## src/rtl/mem_wait_ctrl_if.sv

```systemverilog
// Bundles the core-side request/response signals and the RAM/MIOBUS-side
// signals of the data-side bus sequencer.
// master: the core plus memory environment. slave: the sequencer.
interface mem_wait_ctrl_if #(
    parameter int ADDR_W = 12
);
    logic              cpu_mio;
    logic              cpu_wr;
    logic [31:0]       cpu_addr;
    logic [31:0]       cpu_wdata;
    logic [31:0]       cpu_rdata;
    logic              cpu_ready;
    logic              busy;
    logic [ADDR_W-1:0] mem_addr;
    logic              mem_we;
    logic [31:0]       mem_wdata;
    logic [31:0]       mem_rdata;
    logic              mem_ready;
    logic              bus_err;

    modport master (
        output cpu_mio, cpu_wr, cpu_addr, cpu_wdata, mem_rdata, mem_ready,
        input  cpu_rdata, cpu_ready, busy, mem_addr, mem_we, mem_wdata, bus_err
    );

    modport slave (
        input  cpu_mio, cpu_wr, cpu_addr, cpu_wdata, mem_rdata, mem_ready,
        output cpu_rdata, cpu_ready, busy, mem_addr, mem_we, mem_wdata, bus_err
    );
endinterface

```

## src/rtl/mem_wait_ctrl.sv

```systemverilog
// Data-side bus sequencer. It turns the core's one-cycle load/store request
// into a held, wait-stated RAM/MIOBUS transaction and returns a one-cycle
// cpu_ready pulse. Misaligned or unanswered accesses end with an error word
// and a sticky bus_err, so a missing target can never stall the core forever.
module mem_wait_ctrl #(
    parameter int ADDR_W  = 12,
    parameter int RD_LAT  = 1,
    parameter int TIMEOUT = 15
) (
    input  logic           clk,
    input  logic           rst,
    mem_wait_ctrl_if.slave bus
);
    localparam logic [31:0] ERR_WORD = 32'hAA55_AA55;
    localparam logic [3:0]  TO_LAST  = 4'(TIMEOUT - 1);

    typedef enum logic [1:0] {IDLE, ACCESS, DONE} state_t;

    state_t            state;
    logic [3:0]        wait_cnt;
    logic              wr_hold;
    logic [ADDR_W-1:0] addr_hold;
    logic [31:0]       wdata_hold;
    logic [31:0]       rdata_hold;
    logic              we;
    logic              ready;
    logic              active;
    logic              err;

    logic              aligned;
    logic              finish_ok;
    logic              unused_addr_bits;

    // Word alignment of the incoming byte address.
    assign aligned = (bus.cpu_addr[1:0] == 2'b00);

    // A store finishes on the first acknowledged cycle. A load additionally
    // waits until at least RD_LAT ACCESS cycles have elapsed
    // (wait_cnt + 1 >= RD_LAT, written without a constant-true compare).
    assign finish_ok = bus.mem_ready &&
                       (wr_hold || ((5'(wait_cnt) + 5'd1) >= 5'(RD_LAT)));

    // Byte address bits above the RAM window are intentionally ignored.
    assign unused_addr_bits = ^bus.cpu_addr[31:ADDR_W+2];

    // Sequencer FSM with all outputs registered alongside the state.
    always_ff @(posedge clk) begin
        if (rst) begin
            state      <= IDLE;
            wait_cnt   <= 4'd0;
            wr_hold    <= 1'b0;
            addr_hold  <= '0;
            wdata_hold <= 32'd0;
            rdata_hold <= 32'd0;
            we         <= 1'b0;
            ready      <= 1'b0;
            active     <= 1'b0;
            err        <= 1'b0;
        end else begin
            case (state)
                IDLE: begin
                    if (bus.cpu_mio) begin
                        wr_hold    <= bus.cpu_wr;
                        addr_hold  <= bus.cpu_addr[ADDR_W+1:2];
                        wdata_hold <= bus.cpu_wdata;
                        wait_cnt   <= 4'd0;
                        active     <= 1'b1;
                        if (aligned) begin
                            state <= ACCESS;
                            we    <= bus.cpu_wr;
                        end else begin
                            // Misaligned: never touch memory, answer with the error word.
                            state      <= DONE;
                            ready      <= 1'b1;
                            err        <= 1'b1;
                            rdata_hold <= ERR_WORD;
                        end
                    end
                end
                ACCESS: begin
                    wait_cnt <= wait_cnt + 4'd1;
                    if (finish_ok) begin
                        state <= DONE;
                        ready <= 1'b1;
                        we    <= 1'b0;
                        if (!wr_hold) begin
                            rdata_hold <= bus.mem_rdata;
                        end
                    end else if (wait_cnt == TO_LAST) begin
                        // Target never answered: abort so the core cannot hang.
                        state      <= DONE;
                        ready      <= 1'b1;
                        we         <= 1'b0;
                        err        <= 1'b1;
                        rdata_hold <= ERR_WORD;
                    end
                end
                DONE: begin
                    state  <= IDLE;
                    ready  <= 1'b0;
                    active <= 1'b0;
                end
                default: begin
                    state  <= IDLE;
                    ready  <= 1'b0;
                    active <= 1'b0;
                    we     <= 1'b0;
                end
            endcase
        end
    end

    assign bus.cpu_rdata = rdata_hold;
    assign bus.cpu_ready = ready;
    assign bus.busy      = active;
    assign bus.mem_addr  = addr_hold;
    assign bus.mem_we    = we;
    assign bus.mem_wdata = wdata_hold;
    assign bus.bus_err   = err;
endmodule
```

## src/flat_wrapper.sv

```systemverilog
// flat-port wrapper written by rule: the top's interface ports become plain ports
module mem_wait_ctrl_flat 
#(
    parameter int ADDR_W  = 12,
    parameter int RD_LAT  = 1,
    parameter int TIMEOUT = 15
)
  (clk, rst, bus_cpu_mio, bus_cpu_wr, bus_cpu_addr, bus_cpu_wdata, bus_mem_rdata, bus_mem_ready, bus_cpu_rdata, bus_cpu_ready, bus_busy, bus_mem_addr, bus_mem_we, bus_mem_wdata, bus_bus_err);
  mem_wait_ctrl_if #(.ADDR_W(ADDR_W)) bus_i ();
  input  logic clk;
  input  logic rst;
  input wire logic [$bits(bus_i.cpu_mio)-1:0] bus_cpu_mio;
  input wire logic [$bits(bus_i.cpu_wr)-1:0] bus_cpu_wr;
  input wire logic [$bits(bus_i.cpu_addr)-1:0] bus_cpu_addr;
  input wire logic [$bits(bus_i.cpu_wdata)-1:0] bus_cpu_wdata;
  input wire logic [$bits(bus_i.mem_rdata)-1:0] bus_mem_rdata;
  input wire logic [$bits(bus_i.mem_ready)-1:0] bus_mem_ready;
  output wire logic [$bits(bus_i.cpu_rdata)-1:0] bus_cpu_rdata;
  output wire logic [$bits(bus_i.cpu_ready)-1:0] bus_cpu_ready;
  output wire logic [$bits(bus_i.busy)-1:0] bus_busy;
  output wire logic [$bits(bus_i.mem_addr)-1:0] bus_mem_addr;
  output wire logic [$bits(bus_i.mem_we)-1:0] bus_mem_we;
  output wire logic [$bits(bus_i.mem_wdata)-1:0] bus_mem_wdata;
  output wire logic [$bits(bus_i.bus_err)-1:0] bus_bus_err;
  assign bus_i.cpu_mio = bus_cpu_mio;
  assign bus_i.cpu_wr = bus_cpu_wr;
  assign bus_i.cpu_addr = bus_cpu_addr;
  assign bus_i.cpu_wdata = bus_cpu_wdata;
  assign bus_i.mem_rdata = bus_mem_rdata;
  assign bus_i.mem_ready = bus_mem_ready;
  assign bus_cpu_rdata = bus_i.cpu_rdata;
  assign bus_cpu_ready = bus_i.cpu_ready;
  assign bus_busy = bus_i.busy;
  assign bus_mem_addr = bus_i.mem_addr;
  assign bus_mem_we = bus_i.mem_we;
  assign bus_mem_wdata = bus_i.mem_wdata;
  assign bus_bus_err = bus_i.bus_err;
  mem_wait_ctrl #(.ADDR_W(ADDR_W), .RD_LAT(RD_LAT), .TIMEOUT(TIMEOUT)) u_core (.clk(clk), .rst(rst), .bus(bus_i));
endmodule
```

## config.mk

```make
export PLATFORM = sky130hd
export DESIGN_NAME = mem_wait_ctrl_flat
export DESIGN_NICKNAME = d
export VERILOG_FILES = /design/src/rtl/mem_wait_ctrl_if.sv /design/src/rtl/mem_wait_ctrl.sv /design/src/flat_wrapper.sv
export SDC_FILE = /design/constraint.sdc
export NUM_CORES = 1
export LEC_CHECK = 0
export ABC_AREA = 1
export ABC_CLOCK_PERIOD_IN_PS = 2150
export CAP_MARGIN = 20
export CORE_ASPECT_RATIO = 1.75
export CORE_MARGIN = 2
export CORE_UTILIZATION = 40
export CTS_CLUSTER_SIZE = 40
export DETAILED_ROUTE_END_ITERATION = 6
export PLACE_DENSITY = 0.8
export SYNTH_ARGS = -nofsm -noshare
export SYNTH_HDL_FRONTEND = slang
export SYNTH_SLANG_ARGS = --single-unit
```

## constraint.sdc

```tcl
create_clock -name clk -period 2.15 [get_ports clk]
set_clock_uncertainty 0.15 [all_clocks]
set_input_delay 0.215 -clock clk [delete_from_list [all_inputs] [get_ports clk]]
set_output_delay 0.215 -clock clk [all_outputs]
set_load 0.05 [all_outputs]
```

==> out/metrics.cfg <==
[status]
outcome = completed

[routing]
drc = 0
ant_nets = 0
first_pass_iters = 4
vias = 3709
first_iter_violations = 161
finalWirelength_um = 9740
wl_per_cell_um = 12.0
viasPerCell = 4.56

[hold_path]
min_to = u_core.bus.cpu_ready$_SDFFE_PP0P_
hp-class = flop to flop
hold_path_depth = 2
min-delay-start = u_core.bus.cpu_ready$_SDFFE_PP0P_

[synth]
syn_nets = 637
synth.area.top_cells = dfxtp_1 (48%), nor2_1 (18%), nand2_1 (9.3%), o21ai_0 (6.2%), inv_1 (6.1%)
postSynthAreaPerCell_sq_um = 6.85
ys.flop_type = dfxtp_1
netlist_area_sq_um = 3650
synth_edf_count = 0
yosysTopAreaCellShare_pct = 47.7
synth_most_common_cell = nor2_1
synthArstFlopShare_pct = 0
synthTopCellsByCount = nor2_1 (175), nand2_1 (90), dfxtp_1 (87)
ys_seq_area_share_pct = 47.7
yosysTopAreaCell = dfxtp_1
yosysUniqueCellTypes = 25
yosysWarnings = 0
synth-seq-cells = 87
netlist_instances = 533

[global_route]
antenna_found_initial = 0
grt_pass1_vias = 3518
grt_max_degree = 62
grt_pass1_wl_um = 16000
grt_use_total_pct = 19.8
grt_overflow = 0

[floorplan]
core_sq_um = 8980
start_util_pct = 40.6
ios = 181
rows = 46
fp.dieH_um = 130
die-area_sq_um = 9930
die_w_um = 76.2

[timing]
fmax_ghz = 0.497
whs_ns = 0.300
max_slew_margin_pct = 48.8
final_max_slew_viol_count = 0
setup_ws_ns = 0.139
tightest_slew_ns = 0.767
fin_crit_sh_pct = 93.5
hold_viol = 0
rsz0062_at_grt = no
setup_tns_ns = 0
min_period_ns = 2.01
setup_viol_count_final = 0

[setup_path]
rr_worst_depth = 12
critPathCaptureType = flop
crit_fanout = 33
crit_type = flop to flop
worstReg2RegStart = u_core.wait_cnt[0]$_SDFFE_PP0P_
r2r-end = u_core.bus.cpu_rdata[22]$_SDFFE_PP0P_
r2r_setup_slack_ns = 0.14
arrival_ns = 2.09
critPathLaunchType = flop
required_ns = 2.23

[power]
combPwrFrac_pct = 35.2
p_sw_share_pct = 35.8
power_frac_seq_pct = 35.1
pwr_density_cell_nw_per_um2 = 963
leakagePower_nw = 2.58
vdd_drop_max_mv = 0.621
p_int_w = 0.00354
p_clk_share_pct = 29.7
switchingPower_w = 0.00197

[clock_network]
clock_latency_ns = 0.33
tritoncts.num_buffers = 9
htreeDepth = 3
root_buffer = clkbuf_16
cts_tree = done
cts_setup_buffers = 0
cts.sinks = 87
clockBufferDepth = 2
clk_pin_slew_ns = 0.06

[final_layout]
final_nets = 793
layout-drive-gt1-share_pct = 7.64
fillCellCount = 782
area_delta_synth_final_pct = 56.8
fin_area_sq_um = 5720
antennaDiodeCount = 0

[placed_design]
dpl.hpwl_um = 7090
io_buffers = 162
dpl_cell_area_sq_um = 5410
routabilityCongestion = 0.815
dp_worst_setup_slack_ns = 0.129

[job]
maxCapViolations = 0

-- worst max path at each step --
| stage | start | end | slack, ns |
|---|---|---|---|
| floorplan | u_core.wait_cnt[0]$_SDFFE_PP0P_ | u_core.bus.cpu_rdata[2]$_SDFFE_PP0P_ | 0.28 |
| global placement | u_core.wait_cnt[1]$_SDFFE_PP0P_ | u_core.bus.cpu_rdata[22]$_SDFFE_PP0P_ | 0.19 |
| detailed placement | u_core.wait_cnt[1]$_SDFFE_PP0P_ | u_core.bus.cpu_rdata[1]$_SDFFE_PP0P_ | 0.13 |
| CTS | u_core.wait_cnt[1]$_SDFFE_PP0P_ | u_core.bus.cpu_rdata[1]$_SDFFE_PP0P_ | 0.13 |
| global route | u_core.wait_cnt[0]$_SDFFE_PP0P_ | u_core.bus.cpu_rdata[22]$_SDFFE_PP0P_ | 0.01 |
| finish | u_core.wait_cnt[0]$_SDFFE_PP0P_ | u_core.bus.cpu_rdata[22]$_SDFFE_PP0P_ | 0.14 |
-- critical path, cell delays in order (launching register included) --
cell and delay [ns]:
dfxtp_1 0.31, buf_4 0.15, ha_1 0.22, inv_1 0.06, nand2_1 0.05, nand2_1 0.09
nor2_1 0.05, nand2_1 0.07, nand3_1 0.12, buf_12 0.19, or2_2 0.28, nor2_1 0.10
nor2_1 0.05
-- metal layers --
metal  GRT usage, %  wire, um  share of wire [%]
met2           36.6      5020                 52
met5              0         0                  0
met1           20.9      3860                 40
met3           4.84       599                6.2
met4           10.1       261                2.7
-- cell families (layout without fill, tap and decap cells) --
kind of cell / count (synthesis) / after routing / share of synthesized area [%]
AND/OR/NAND/NOR: 297 / 297 / 33.3
AO/OA/AOI/OAI: 54 / 54 / 7.47
adder cells (fa/ha/maj): 3 / 3 / 1.03
flip-flops: 87 / 87 / 47.7
buffers and inverters: 92 / 253 / 10.5
-- per-stage QoR --
stage	power (W)	std cells	util, %
5_1_grt	0.00578	814	63.7
6_report	0.00551	814	63.7
3_5_place_dp	0.00391	798	60.2
4_1_cts	0.00556	814	63.7
2_1_floorplan	0.00322	533	-
3_3_place_gp	0.00387	798	60.2
-- layout make-up --
class,count,area [sq um],area share (%)
clock buffers,11,233,4.07
clock inverters,5,82.6,1.44
inverters,65,244,4.26
multi-input cells,354,1520,26.6
flip-flops and latches,87,1740,30.5
well taps,120,150,2.62
repair buffers,172,1750,30.5
-- power by group through the flow --
stage                     Clock, W  Sequential [W]  Combinational (W)
after detailed placement         0         0.00197            0.00194
after global placement           0         0.00196            0.00191
after floorplan                  0         0.00268           0.000539
after CTS                  0.00168         0.00194            0.00195
final                      0.00164         0.00194            0.00194
after global routing       0.00173         0.00196            0.00208
-- cells in the final DEF, fill, tap and decap left out, types with 2 or more instances in the layout --
master / synthesis / layout
clkinv_4: 0 / 2
nand3_1: 6 / 6
bufinv_16: 0 / 2
ha_1: 3 / 3
clkdlybuf4s50_1: 0 / 162
nand2_1: 90 / 90
a31oi_1: 2 / 2
nor2_1: 175 / 175
dfxtp_1: 87 / 86
nand4_1: 2 / 2
clkbuf_1: 16 / 2
nor2_4: 3 / 3
o21ai_0: 45 / 45
or2_2: 16 / 16
buf_12: 0 / 4
inv_2: 5 / 6
clkbuf_16: 0 / 9
buf_4: 1 / 6
a21oi_1: 6 / 6
inv_1: 59 / 58
-- state kept, by name, indices dropped and copies added (netlist names) --
signal / count
u_core.bus.mem_we: 1
u_core.bus.mem_addr: 12
u_core.wait_cnt: 4
u_core.bus.cpu_ready: 1
u_core.bus.busy: 1
u_core.wr_hold: 1
u_core.bus.mem_wdata: 32
u_core.state: 2
u_core.bus.bus_err: 1
u_core.bus.cpu_rdata: 32
-- what timing repair did --
item,4_1_cts,5_1_grt
endpoints found under the setup margin,0,26
hold buffers,0,0
gates resized for setup,0,1
No activity file was read; power rests on OpenSTA's default activity.
